<file path="src/rtl/roll_accumulator.sv">
// Decimating accumulator for the roll-mode display path: sums a window of
// max(prescaler,1) valid samples and emits the sum with a one-cycle strobe.
module roll_accumulator #(
    parameter int SAMPLE_W = 26,
    parameter int SUM_W    = 42,
    parameter int CNT_W    = 16
) (
    input  logic                clk,
    input  logic                rst_n,
    input  logic                enable,
    input  logic [CNT_W-1:0]    prescaler,
    input  logic                in_valid,
    input  logic [SAMPLE_W-1:0] in_sample,
    output logic [SUM_W-1:0]    value,
    output logic                out_valid,
    output logic                busy
);

    typedef enum logic {IDLE, ACCUM} state_t;

    state_t             state, state_nx;
    logic [SUM_W-1:0]   acc;
    logic [SUM_W-1:0]   sum_nx;
    logic [CNT_W-1:0]   count;
    logic [CNT_W-1:0]   win_len;
    logic [CNT_W-1:0]   win_len_nx;
    logic               last;

    // A prescaler of 0 behaves as 1 (real-time pass-through).
    assign win_len_nx = (prescaler == '0) ? CNT_W'(1) : prescaler;
    assign sum_nx     = acc + {{(SUM_W-SAMPLE_W){1'b0}}, in_sample};
    // Compare one bit wider so count+1 cannot wrap.
    assign last       = ({1'b0, count} + (CNT_W+1)'(1)) == {1'b0, win_len};
    assign busy       = (state == ACCUM) && (count != '0);

    always_comb begin
        state_nx = state;
        case (state)
            IDLE:    if (enable)  state_nx = ACCUM;
            ACCUM:   if (!enable) state_nx = IDLE;
            default: state_nx = IDLE;
        endcase
    end

    always_ff @(posedge clk or negedge rst_n) begin
        if (!rst_n) begin
            state     <= IDLE;
            acc       <= '0;
            count     <= '0;
            win_len   <= CNT_W'(1);
            value     <= '0;
            out_valid <= 1'b0;
        end else begin
            state     <= state_nx;
            out_valid <= 1'b0;
            case (state)
                IDLE: begin
                    acc   <= '0;
                    count <= '0;
                    if (enable) win_len <= win_len_nx;
                end
                ACCUM: begin
                    if (!enable) begin
                        // Partial window is discarded; value holds.
                        acc   <= '0;
                        count <= '0;
                    end else if (in_valid) begin
                        if (last) begin
                            value     <= sum_nx;
                            out_valid <= 1'b1;
                            acc       <= '0;
                            count     <= '0;
                            win_len   <= win_len_nx;
                        end else begin
                            acc   <= sum_nx;
                            count <= count + CNT_W'(1);
                        end
                    end
                end
                default: ;
            endcase
        end
    end

endmodule

</file>
<file path="config.mk">
export PLATFORM = sky130hd
export DESIGN_NAME = roll_accumulator
export DESIGN_NICKNAME = d
export VERILOG_FILES = /design/src/rtl/roll_accumulator.sv
export SDC_FILE = /design/constraint.sdc
export NUM_CORES = 1
export LEC_CHECK = 0
export BUFFER_PORTS_ARGS = -buffer_cell sky130_fd_sc_hd__buf_4
export CORE_UTILIZATION = 54
export DETAILED_ROUTE_END_ITERATION = 12
export GPL_TIMING_DRIVEN = 0
export PLACE_DENSITY = 0.79
export SLEW_MARGIN = 5
export SYNTH_ARGS = -nofsm -noshare
export SYNTH_HDL_FRONTEND = slang
export SYNTH_SLANG_ARGS = --single-unit
</file>
<file path="constraint.sdc">
create_clock -name clk -period 3 [get_ports clk]
set_clock_uncertainty 0.2 [all_clocks]
set_input_delay 0.6 -clock clk [delete_from_list [all_inputs] [get_ports clk]]
set_output_delay 0.6 -clock clk [all_outputs]
set_load 0.005 [all_outputs]
</file>
==> reports/qor.txt <==
Post-synthesis cell type count: 84
Inst Count DP: 1028
Max Used Layer: met4
Clk pin slew, worst setup/hold paths: 50 ps
Number of flops mapped to enable cells by yosys: 0
Top_reg_cell synth: dfrtp_1
Post-layout nets: 997
Initial antenna violation count: 0
Seq cells post-synth: 118
Clock buffer depth: 2
Met3 wire len: 1.82 mm
Clock sinks: 118
Antenna Violating Nets Remaining: 0
First-pass GRT wire length: 33.6 mm
Area grow syn2layout: 34.8%
Overall Power: 4.49 mW
Startpoint Class: register
LEAKAGE: 4.50 nW
Total Routed Length: 22.9 mm
Register area: 2960 sq um
CTS tree: done
Core Box Area: 13500 sq um
Dominant cell type by area after synthesis: dfrtp_1
Least-Margin Pin Slew: 765 ps
DP HPWL: 14.0 mm
First drt pass iteration count: 7
Slew Viols, Final: 0
Post-Syn Area per Cell: 9.93 sq um
TritonCTS Buffers: 17
Vias in the first global route: 6729
Top cells by area, synth: dfrtp_1 (39%), xnor2_1 (5.0%), ha_1 (4.6%)
Worst setup margin: -118 ps
Violated checks: setup timing
Rel. slew slack: 49.0%
I/O pin count: 90
Leading cell types in the layout, fill and taps excluded: buf_4 (138), dfrtp_1 (114), nand2_1 (56)
Max cap viols: 0
CP Capture Type: register
Final Instance Count excl. Fillers: 1108
HP Class: input port to register
Syn Std Cell Area: 7560 sq um
Met2 routed WL: 11.2 mm
CTS HTree Levels: 4
Setup tns final: -3990 ps
Final Core Density: 75.8%
Req. time, crit path: 3070 ps
Final Cycle Share: 104%
Post-route minimum period: 3120 ps
Fillers: 872
Met1 wire length: 9.08 mm
Async set-reset flop share out of synthesis: 100%
All-Layer GR Usage: 29.6%
Initial drt markers: 759
CTS root buffer: clkbuf_16
Share of layout cells above drive strength 1: 35.0%
Synth Instances: 762
Peak VDD IR: 379 uV
Count of final setup violators: 71
CP max FO: 10
Post-DR wirelength/cell: 20.7 um
RePlAce Congestion: 0.989
CP arrival: 3180 ps
Synth warnings: 0
CP Class: register to register
Port Buffer Count: 89
FMAX: 321 MHz
Multi-input gate area: 4790 sq um
Via density: 6.43
Mapped Nets: 837
Total number of vias: 7120
Die area: 14500 sq um
Die height: 120 um
Clk_lat worst skew: 430 ps
RSZ-0062 raised after global routing: yes
Grt ovf: 0
Final hold violation count: 0
DR DRC count: 0
Synth top area share: 38.7%
Dpl ws: -474 ps
Die X-Extent: 120 um
Largest net degree at the start of global routing: 82
Sequential fraction of the synthesis area: 39.1%
P per Cell Area: 440 nW/um^2
Num rows: 42
# diodes: 0
Outcome: finished with violations
Commonest non-fill, non-tap cell in the layout: buf_4
Starting density of the core: 56.2%
## cell families after synthesis
| logic type | after synthesis | synth area share [%] |
|---|---|---|
| and+or+nand+nor | 203 | 16.1 |
| DFF | 118 | 39.1 |
| muxes | 61 | 9.16 |
| xor gates and xnor gates | 62 | 7.18 |
| adders and majority gates | 29 | 4.90 |
| buffers and inverters | 87 | 5.16 |
| AOI/OAI and AO/OA | 202 | 18.4 |
## layer usage
metal,track usage (%),vias up
li1,-,3145
met1,38.3,3445
met2,48.9,430
met3,5.99,100
met4,10.8,0
met5,0,-
## worst paths after layout
check	from	end	slack [ps]	depth (start not counted)
worst min register to register	acc[18]	acc[18]	280	2
worst max register to register	count[1]	acc[29]	-120	10
max in group asynchronous	rst_n	win_len[0]	1390	3
worst min-delay path	enable	state	150	1
min in group asynchronous	rst_n	value[21]	450	2
worst max-delay path	count[1]	acc[29]	-120	10
## layout make-up
class | count | share of cell area [%]
multi-input cells | 559 | 46.9
flip-flops and latches | 118 | 29.0
repair buffers | 147 | 11.9
clock buffers | 26 | 5.09
plain buffers | 37 | 2.74
well taps | 176 | 2.16
inverters | 42 | 1.55
clock inverters | 3 | 0.638
## critical path: stages (launching register included)
cell and delay, ps:
dfrtp_2 440, ha_4 180, nand3_4 120, xnor2_2 170
or3_4 370, a2111oi_4 480, nand4_4 240, buf_6 220
buf_2 200, a31oi_1 240, a31oi_1 90
## cell usage after synthesis (12+ instances only)
cell type / instances
a31oi_1: 42
xnor2_1: 43
nor2_1: 20
xor2_1: 19
a21oi_1: 28
ha_1: 28
mux2_1: 16
o211ai_1: 13
nand2_1: 57
nand4_1: 12
nor3_1: 12
dfrtp_1: 117
inv_1: 42
o21ai_0: 40
clkbuf_1: 23
nand3_1: 26
a21o_1: 16
mux2i_1: 25
## report_power, final
| group | switching [mW] | internal [mW] | leakage (nW) |
|---|---|---|---|
| sequential | 0.0569 | 1.65 | 1.48 |
| clock | 0.718 | 1.34 | 0.288 |
| combinational | 0.398 | 0.323 | 2.73 |
## stage by stage
stage               area, sq um  hold WS, ps
floorplan                  7600          104
global placement           8490          267
detailed placement         8520          276
global route              10200          146
finish                    10200          150
CTS                        9610          140
## registers in the layout, summed over array words and instances (netlist names)
name	cells
acc	42
count	16
out_valid	1
state	1
value	42
win_len	16
## what timing repair did
| action | CTS | global route |
|---|---|---|
| pin swaps | 12 | 30 |
| resized for setup | 63 | 78 |
| buffers inserted | 25 | 28 |
| endpoints found under the hold margin | 37 | 0 |
| gates cloned | 3 | 2 |
| endpoints found under the setup margin | 116 | 106 |
| hold buffers | 1 | 0 |
Power figures use the tool's default switching activity.
